### src/rtl/util_trafic_pkg.sv
// Shared definitions for the traffic checker and its rate limiter.
// Error bit positions, credit sizing helpers.
package util_trafic_pkg;

  localparam int ERR_DATA = 0;
  localparam int ERR_LAST = 1;
  localparam int ERR_KEEP = 2;
  localparam int ERR_TID  = 3;
  localparam int ERR_W    = 4;

  function automatic int clog2(input longint v);
    int     r;
    longint x;
    r = 0;
    x = v - 1;
    while (x > 0) begin
      r++;
      x = x >> 1;
    end
    return r;
  endfunction

  function automatic int credit_w(
    input longint clk_freq,
    input longint speed,
    input longint tbyte
  );
    return clog2(2 * tbyte * clk_freq + speed) + 1;
  endfunction

endpackage

### src/rtl/util_trafic_if.sv
// AXI4-Stream bundle with source and sink views.
// Source drives payload, sink drives tready.
interface util_trafic_if #(
  parameter int TBYTE_NUM  = 8,
  parameter int ID_WIDTH   = 1,
  parameter int DEST_WIDTH = 2
);
  logic                   tvalid;
  logic                   tready;
  logic [TBYTE_NUM*8-1:0] tdata;
  logic [TBYTE_NUM-1:0]   tkeep;
  logic                   tlast;
  logic [ID_WIDTH-1:0]    tid;
  logic [DEST_WIDTH-1:0]  tdest;

  modport master (
    output tvalid, tdata, tkeep, tlast, tid, tdest,
    input  tready
  );

  modport slave (
    input  tvalid, tdata, tkeep, tlast, tid, tdest,
    output tready
  );
endinterface

### src/rtl/util_trafic_rate_limiter.sv
// Byte-rate credit bucket: grant when one beat worth of credit is banked.
// Bucket caps at two beats, so bursts never exceed two back-to-back grants.
module util_trafic_rate_limiter
  import util_trafic_pkg::*;
#(
  parameter longint CLK_FREQ  = 100_000_000,
  parameter longint SPEED     = 2_500_000,
  parameter int     TBYTE_NUM = 8
) (
  input  logic clk,
  input  logic rst,
  input  logic en,
  input  logic take,
  output logic grant
);

  localparam longint TH = longint'(TBYTE_NUM) * CLK_FREQ;
  localparam int     AW = credit_w(CLK_FREQ, SPEED, longint'(TBYTE_NUM));

  localparam logic [AW-1:0] TH_V  = AW'(TH);
  localparam logic [AW-1:0] CAP_V = AW'(2 * TH);
  localparam logic [AW-1:0] SPD_V = AW'(SPEED);

  logic [AW-1:0] acc;
  logic [AW-1:0] acc_nxt;

  always_comb begin
    acc_nxt = acc + SPD_V;
    if (take && acc_nxt >= TH_V) acc_nxt = acc_nxt - TH_V;
    if (acc_nxt > CAP_V) acc_nxt = CAP_V;
  end

  always_ff @(posedge clk or posedge rst) begin
    if (rst) acc <= '0;
    else if (en) acc <= acc_nxt;
  end

  assign grant = en & ~rst & ((SPEED == 0) | (acc >= TH_V));

endmodule

### src/rtl/util_trafic_checker_mc.sv
// Multi-channel AXI4-Stream sink: throttled tready, per-tdest sequence,
// packet length, tkeep and tid checks, sticky error and saturating counters.
module util_trafic_checker_mc
  import util_trafic_pkg::*;
#(
  parameter longint CLK_FREQ   = 100_000_000,
  parameter longint SPEED      = 2_500_000,
  parameter int     TBYTE_NUM  = 8,
  parameter int     ID_WIDTH   = 1,
  parameter int     DEST_WIDTH = 2,
  parameter int     PKT_LEN    = 16,
  parameter int     CNT_WIDTH  = 32
) (
  input  logic                  clk,
  input  logic                  rst,
  input  logic                  en,
  input  logic                  clr,
  util_trafic_if.slave          s_axis,
  output logic                  error,
  output logic [ERR_W-1:0]      err_code,
  output logic [DEST_WIDTH-1:0] err_dest,
  output logic [CNT_WIDTH-1:0]  beat_cnt,
  output logic [CNT_WIDTH-1:0]  pkt_cnt,
  output logic [CNT_WIDTH-1:0]  err_cnt
);

  localparam int DW  = TBYTE_NUM * 8;
  localparam int NCH = 1 << DEST_WIDTH;
  localparam int BW  = (PKT_LEN > 1) ? clog2(PKT_LEN) : 1;
  localparam logic [BW-1:0] LAST_IDX = BW'(PKT_LEN - 1);

  logic [DW-1:0]       seq   [NCH];
  logic [BW-1:0]       bidx  [NCH];
  logic [ID_WIDTH-1:0] tid_l [NCH];
  logic [NCH-1:0]      sync;

  logic                  hs;
  logic                  at_end;
  logic [DEST_WIDTH-1:0] d;
  logic [ERR_W-1:0]      errs;

  util_trafic_rate_limiter #(
    .CLK_FREQ  (CLK_FREQ),
    .SPEED     (SPEED),
    .TBYTE_NUM (TBYTE_NUM)
  ) u_rate (
    .clk   (clk),
    .rst   (rst),
    .en    (en),
    .take  (hs),
    .grant (s_axis.tready)
  );

  assign hs = s_axis.tvalid & s_axis.tready;
  assign d  = s_axis.tdest;

  always_comb begin
    at_end         = (bidx[d] == LAST_IDX);
    errs           = '0;
    errs[ERR_DATA] = sync[d] & (s_axis.tdata != seq[d]);
    errs[ERR_LAST] = s_axis.tlast != at_end;
    errs[ERR_KEEP] = s_axis.tkeep != '1;
    errs[ERR_TID]  = (bidx[d] != '0) & (s_axis.tid != tid_l[d]);
  end

  always_ff @(posedge clk or posedge rst) begin
    if (rst) begin
      for (int i = 0; i < NCH; i++) begin
        seq[i]   <= '0;
        bidx[i]  <= '0;
        tid_l[i] <= '0;
      end
      sync     <= '0;
      error    <= 1'b0;
      err_code <= '0;
      err_dest <= '0;
      beat_cnt <= '0;
      pkt_cnt  <= '0;
      err_cnt  <= '0;
    end else begin
      // Channel tracking follows every beat, even one swallowed by clr.
      if (hs) begin
        seq[d]  <= s_axis.tdata + DW'(1);
        bidx[d] <= (s_axis.tlast | at_end) ? '0 : bidx[d] + BW'(1);
        if (bidx[d] == '0) tid_l[d] <= s_axis.tid;
        sync[d] <= 1'b1;
      end
      if (clr) begin
        sync     <= '0;
        error    <= 1'b0;
        err_code <= '0;
        err_dest <= '0;
        beat_cnt <= '0;
        pkt_cnt  <= '0;
        err_cnt  <= '0;
      end else if (hs) begin
        if (~&beat_cnt) beat_cnt <= beat_cnt + CNT_WIDTH'(1);
        if (s_axis.tlast && ~&pkt_cnt) pkt_cnt <= pkt_cnt + CNT_WIDTH'(1);
        if (|errs) begin
          if (~&err_cnt) err_cnt <= err_cnt + CNT_WIDTH'(1);
          error <= 1'b1;
          if (!error) begin
            err_code <= errs;
            err_dest <= d;
          end
        end
      end
    end
  end

endmodule
### src/flat_wrapper.sv
// flat-port wrapper written by rule: the top's interface ports become plain ports
module util_trafic_checker_mc_flat import util_trafic_pkg::*;
#(
  parameter longint CLK_FREQ   = 100_000_000,
  parameter longint SPEED      = 2_500_000,
  parameter int     TBYTE_NUM  = 8,
  parameter int     ID_WIDTH   = 1,
  parameter int     DEST_WIDTH = 2,
  parameter int     PKT_LEN    = 16,
  parameter int     CNT_WIDTH  = 32
)
  (clk, rst, en, clr, error, err_code, err_dest, beat_cnt, pkt_cnt, err_cnt, s_axis_tvalid, s_axis_tdata, s_axis_tkeep, s_axis_tlast, s_axis_tid, s_axis_tdest, s_axis_tready);
  util_trafic_if #(.TBYTE_NUM(TBYTE_NUM), .ID_WIDTH(ID_WIDTH), .DEST_WIDTH(DEST_WIDTH)) s_axis_i ();
  input  logic clk;
  input  logic rst;
  input  logic en;
  input  logic clr;
  output logic error;
  output logic [ERR_W-1:0] err_code;
  output logic [DEST_WIDTH-1:0] err_dest;
  output logic [CNT_WIDTH-1:0] beat_cnt;
  output logic [CNT_WIDTH-1:0] pkt_cnt;
  output logic [CNT_WIDTH-1:0] err_cnt;
  input wire logic [$bits(s_axis_i.tvalid)-1:0] s_axis_tvalid;
  input wire logic [$bits(s_axis_i.tdata)-1:0] s_axis_tdata;
  input wire logic [$bits(s_axis_i.tkeep)-1:0] s_axis_tkeep;
  input wire logic [$bits(s_axis_i.tlast)-1:0] s_axis_tlast;
  input wire logic [$bits(s_axis_i.tid)-1:0] s_axis_tid;
  input wire logic [$bits(s_axis_i.tdest)-1:0] s_axis_tdest;
  output wire logic [$bits(s_axis_i.tready)-1:0] s_axis_tready;
  assign s_axis_i.tvalid = s_axis_tvalid;
  assign s_axis_i.tdata = s_axis_tdata;
  assign s_axis_i.tkeep = s_axis_tkeep;
  assign s_axis_i.tlast = s_axis_tlast;
  assign s_axis_i.tid = s_axis_tid;
  assign s_axis_i.tdest = s_axis_tdest;
  assign s_axis_tready = s_axis_i.tready;
  util_trafic_checker_mc #(.CLK_FREQ(CLK_FREQ), .SPEED(SPEED), .TBYTE_NUM(TBYTE_NUM), .ID_WIDTH(ID_WIDTH), .DEST_WIDTH(DEST_WIDTH), .PKT_LEN(PKT_LEN), .CNT_WIDTH(CNT_WIDTH)) u_core (.clk(clk), .rst(rst), .en(en), .clr(clr), .s_axis(s_axis_i), .error(error), .err_code(err_code), .err_dest(err_dest), .beat_cnt(beat_cnt), .pkt_cnt(pkt_cnt), .err_cnt(err_cnt));
endmodule
### config.mk
export PLATFORM = sky130hd
export DESIGN_NAME = util_trafic_checker_mc_flat
export DESIGN_NICKNAME = d
export VERILOG_FILES = /design/src/rtl/util_trafic_pkg.sv /design/src/rtl/util_trafic_if.sv /design/src/rtl/util_trafic_rate_limiter.sv /design/src/rtl/util_trafic_checker_mc.sv /design/src/flat_wrapper.sv
export SDC_FILE = /design/constraint.sdc
export NUM_CORES = 1
export LEC_CHECK = 0
export BUFFER_PORTS_ARGS = -buffer_cell sky130_fd_sc_hd__buf_2
export CORE_UTILIZATION = 40
export DETAILED_ROUTE_END_ITERATION = 10
export MAX_ROUTING_LAYER = met4
export PLACE_DENSITY_LB_ADDON = 0.2
export SYNTH_ARGS = -nofsm -noshare
export SYNTH_HDL_FRONTEND = slang
export SYNTH_SLANG_ARGS = --single-unit
### constraint.sdc
create_clock -name clk -period 28.2 [get_ports clk]
set_input_delay 4.23 -clock clk [delete_from_list [all_inputs] [get_ports clk]]
set_output_delay 4.23 -clock clk [all_outputs]
set_load 0.01 [all_outputs]
# Word level (Yosys, flattened, before mapping)
# Cells that the tools add are included.
# op_classes
eq_ne	8
n_bitwise	9
reduce_logical	20
order_cmp	7
n_addsub	7
mux	48
# ops
operator	n
32-bit two-way mux	12
256-bit bitwise mux	1
64-bit two-way mux	3
64-bit binary-select mux with 2-bit select	1
64-bit demux with 2-bit select	1
32-bit by 1-bit adder with 32-bit output (second input constant)	3
32-bit AND reduction	3
64-bit by 1-bit adder with 64-bit output (second input constant)	1
32-bit by 30-bit >= comparator with 1-bit output (second input constant)	2
64-bit inequality test	1
4-bit two-way mux	10
32-bit by 22-bit adder with 32-bit output (second input constant)	1
32-bit by 31-bit greater-than comparator with 1-bit output (second input constant)	1
32-bit by 30-bit subtractor with 32-bit output (second input constant)	1
16-bit bitwise mux	1
4-bit binary-select mux with 2-bit select	1
4-bit demux with 2-bit select	1
1-bit two-way mux	8
2-bit two-way mux	4
8-bit inequality test (second input constant)	1
2-bit AND reduction	4
2-bit inequality test (second input constant)	3
3-bit AND reduction	2
2-bit nonzero test	3
other kinds (20)	30
# totals
inputBits	81
ff_bits	415

# Longest topological paths before layout
# depth
ltp_word	10
mapped_depth	19
depth_no_buf	16

# Modules after synthesis
# Synthesis repeated with hierarchy kept, for this count alone.
# hier_totals
cells_unflattened	2365
hier_area_um2	22549.1
# by_module_without_submodules
module	cells_each	area_each_um2	instances
util_trafic_checker_mc	1860	18805.5	1
util_trafic_rate_limiter	505	3743.6	1

# Worst setup path after synthesis
# OpenSTA, ideal clock, no wires.
# synth_path
kind	input port to flip-flop
startpoint	in rst
endpoint	reg u_core.u_rate.acc[18]
setup_time_ps	124
arrival_ps	17407
stages	14
path_buffers	3
slack_ps	10669
cell_sequence	inv_1 -> o2111ai_1 -> a211oi_1 -> nand4_2 -> and2_1 -> buf_4 -> a21oi_1 -> o211a_1 -> a21boi_1 -> a22oi_2 -> o311a_1 -> buf_4 -> buf_8 -> a211o_1
# synth_between
elab_chain_cells	8
# synth_lines
element	line	source
start, declared	flat_wrapper.sv:15	input logic rst;
1-bit NOT *	util_trafic_rate_limiter.sv:38	assign grant = en & ~rst & ((SPEED == 0) | (acc >= TH_V));
1-bit AND * (2 in series)	util_trafic_rate_limiter.sv:38	
1-bit AND *	util_trafic_checker_mc.sv:54	assign hs = s_axis.tvalid & s_axis.tready;
1-bit logical AND *	util_trafic_rate_limiter.sv:29	if (take && acc_nxt >= TH_V) acc_nxt = acc_nxt - TH_V;
32-bit two-way mux *	util_trafic_rate_limiter.sv:29	
32-bit by 31-bit greater-than comparator with 1-bit output	util_trafic_rate_limiter.sv:30	if (acc_nxt > CAP_V) acc_nxt = CAP_V;
32-bit two-way mux *	util_trafic_rate_limiter.sv:30	
end signal, assigned	util_trafic_rate_limiter.sv:35	else if (en) acc <= acc_nxt;
end, declared	util_trafic_rate_limiter.sv:24	logic [AW-1:0] acc;
# Mark *: on every way between the ends. The rest lies on a longest branch, timed or not.
# A chain may end at the register's enable or synchronous reset.

# Worst setup path in the final report
# layout_path
startpoint	in en
endpoint	out s_axis_tready
# layout_between
elab_chain_cells	2
# layout_lines
element	line	source
start, declared	flat_wrapper.sv:16	input logic en;
1-bit AND (2 in series)	util_trafic_rate_limiter.sv:38	
end, declared	flat_wrapper.sv:30	output wire logic [$bits(s_axis_i.tready)-1:0] s_axis_tready;
# Every way passes these cells.

==> reports/qor.yml <==
final_layout:
  nets: 2444
  areaGrowthSynthToFinish_pct: 13.9
  post-route-util: 0.464
  drive_above_1_share: 0.165
synth:
  synth_nets: 2321
  synth.cell_area_mm2: 0.0216
  ys_types: 81
  ys.warnings.count: 0
  ys_ff_latch: 410
  syn-instance-count: 2228
  synth_edf_count: 0
  async_flop_share: 1.00
  yosysTopAreaCellShare: 0.475
  ys_seq_area_frac: 0.475
  synth.area.top_cells: "dfrtp_1 (48%), mux4_2 (7.3%), nand2_1 (5.8%)"
  syn_avg_cell_area_um2: 9.69
  synth_flop_cell: "dfrtp_1"
  synth.most_common_cell: "dfrtp_1"
  yosysTopAreaCell: "dfrtp_1"
  synth_commonest_cells: "dfrtp_1 (410), nand2_1 (333), o21ai_0 (247), nor2_1 (228), xnor2_1 (124)"
clock_tree:
  htree_levels: 2
  clk-insertion-delay-late_ns: 0.60
  path_clk_slew_ns: 0.06
  hold_buffers: 0
  ctsLongestPathBuffers: 3
  cts-resized-gates: 0
  cts_tree: "built"
  cts_root_buffer: "clkbuf_16"
  cts_buffers: 47
  cts.sink_count: 410
  postCtsSetupBuffers: 0
critical_path:
  cp_slowest_cell: "clkinv_1"
  worstSetupStartpoint: "en"
  worstSetupPathType: "in2out"
  start_kind: "input port"
  critPathMaxStageDelay_ns: 0.52
  crit_top_cell: "buf_2"
  path_max_fanout: 37
  cp_cell_sequence: "buf_2 > buf_4 > clkinv_1 > nor3_1 > buf_2"
  setup.worst_path.end_class: "output port"
  crit_required_ns: 23.97
  reg2reg_from: "u_core.u_rate.acc[7]"
  cp.arrival_ns: 5.65
place:
  hpwl_mm: 38.6
  place_ws_ns: 18.33
  place.port_buffers: 184
  gp_congestion: 0.880
global_route:
  antenna_found_initial: 6
  grt_pass1_vias: 16600
  use_met2: 0.331
  grt_util_met1: 0.300
  grt_usage: 0.220
  use_met3: 0.0482
  grt_pass1_wl_mm: 92.8
  grt_max_degree: 127
  grt.overflow.total: 0
  busiest_layer: "met2"
power:
  total_power_w: 0.00232
  clkPwrFrac: 0.266
  switching_share: 0.357
  cellPowerDensity_mw_per_mm2: 94.2
  ir_worst_vdd_v: 0.0000491
  p_sw_w: 0.000828
  power.leakage_nw: 10.6
  intPower_w: 0.00149
  seq_power_share: 0.405
  combPwrFrac: 0.329
sta:
  min_period_over_period: 0.350
  report.final.slew_viol_count: 0
  max_slew_margin: 0.285
  rsz0062_at_grt: "no"
  final.setup.tns_ns: 0
  setup_viol: 0
  finalClockSkew_ns: 0.0336
  worst_slack_ns: 18.32
  final.min_clock_period_ns: 9.88
  hold_violations: 0
  tightestPinTransition_ns: 1.07
  fmax_ghz: 0.101
die:
  die-width_um: 234
  die_area_mm2: 0.0549
  die_y_um: 234
  initial_core_util: 0.408
  fp-row-count: 84
  fp.coreArea_mm2: 0.0530
  ios: 185
min_path:
  min_from: "u_core.seq[46]"
  hold_class: "reg2reg"
job:
  cap_violations: 0
routing:
  drt-total-wl_mm: 57.4
  vias: 16900
  drc: 0
  drt-initial-drc-count: 1234
  drtAntennaViolNets: 0
  viasPerCell: 5.47
  drtPass1Iterations: 5
  wire_per_inst_um: 18.6
run_status:
  status: "finished, final reports clean"
## cell usage in the layout (no fill, tap or decap), types with 9 or more instances in the layout
cell       synthesis  final
a211o_1           15     15
a211oi_1          16     16
a21oi_1           96     96
a31oi_1           10     10
and3_1            27     27
and4_1            15     15
buf_2             20    181
buf_4              5     19
clkbuf_1          87     10
clkbuf_16          0     47
clkbuf_8           0     14
dfrtp_1          410    410
ha_1              12     12
inv_1             38     37
mux2_2            10     10
mux4_2            70     70
nand2_1          333    331
nand2b_1           9      9
nand3_1           80     79
nand4_1           58     58
nor2_1           228    228
nor3_1            28     28
nor4_1            15     15
o21ai_0          247    247
o22ai_1            9      9
or3_1             17     16
xnor2_1          124    124
xor2_1           120    120
## worst paths after layout
path	cells past startpoint	end	slack [ns]
min in group asynchronous	2	u_core.pkt_cnt[24]	3.81
worst min register to register	2	u_core.seq[46]	0.47
worst max-delay path	5	s_axis_tready	18.32
worst min-delay path	2	u_core.seq[46]	0.47
worst max register to register	13	u_core.u_rate.acc[9]	22.14
max in group asynchronous	4	u_core.seq[221]	21.91
## layer usage
metal	wire (µm)	vias to the layer above
met2	25900	397
met5	0	-
met3	3550	97
met1	26500	8324
li1	-	8046
met4	1400	0
## registers in the layout, indices dropped and copies added, names as in the netlist
signal             flops
u_core.u_rate.acc     27
u_core.err_code        4
u_core.error           1
u_core.err_dest        2
u_core.tid_l           4
u_core.err_cnt        32
u_core.bidx           16
u_core.seq           256
u_core.beat_cnt       32
u_core.pkt_cnt        32
u_core.sync            4
## cell type report
cell class,count,area [µm²]
Timing Repair Buffer,201,1060
Inverter,39,154
Antenna cell,6,15.0
Sequential cell,410,10300
Multi-Input combinational cell,1652,10700
Clock inverter,14,166
Fill cell,5088,28400
Tap cell,688,861
Clock buffer,71,1410
## logic make-up after synthesis
kind of cell / count (synthesis) / synth area share
multiplexers: 84 / 0.0801
adder cells (fa/ha/maj): 12 / 0.00695
buffers and inverters: 166 / 0.0325
XOR/XNOR: 244 / 0.0990
AO/OA/AOI/OAI: 466 / 0.128
flip-flops: 410 / 0.475
AND/OR/NAND/NOR: 846 / 0.178
## metrics by stage
step	hold slack, ns	cells	cell area [µm²]
global placement	0.456	2990	23000
detailed placement	0.466	2990	23000
CTS	0.479	3075	24600
floorplan	0.445	2228	21600
finish	0.474	3081	24600
global route	0.495	3081	24600
## power groups by stage
stage	sequential, W	clock, W	combinational [W]
after floorplan	0.000879	0	0.000633
after global placement	0.000933	0	0.000739
after detailed placement	0.000944	0	0.000759
after CTS	0.000935	0.000633	0.000764
after global routing	0.000965	0.000658	0.000855
final	0.000937	0.000616	0.000763
## worst max-delay path, delay by kind of cell
family	cells	cell delay, ns
buffers and inverters	4	1.10
and+or+nand+nor	1	0.30
Power figures use the tool's default switching activity.
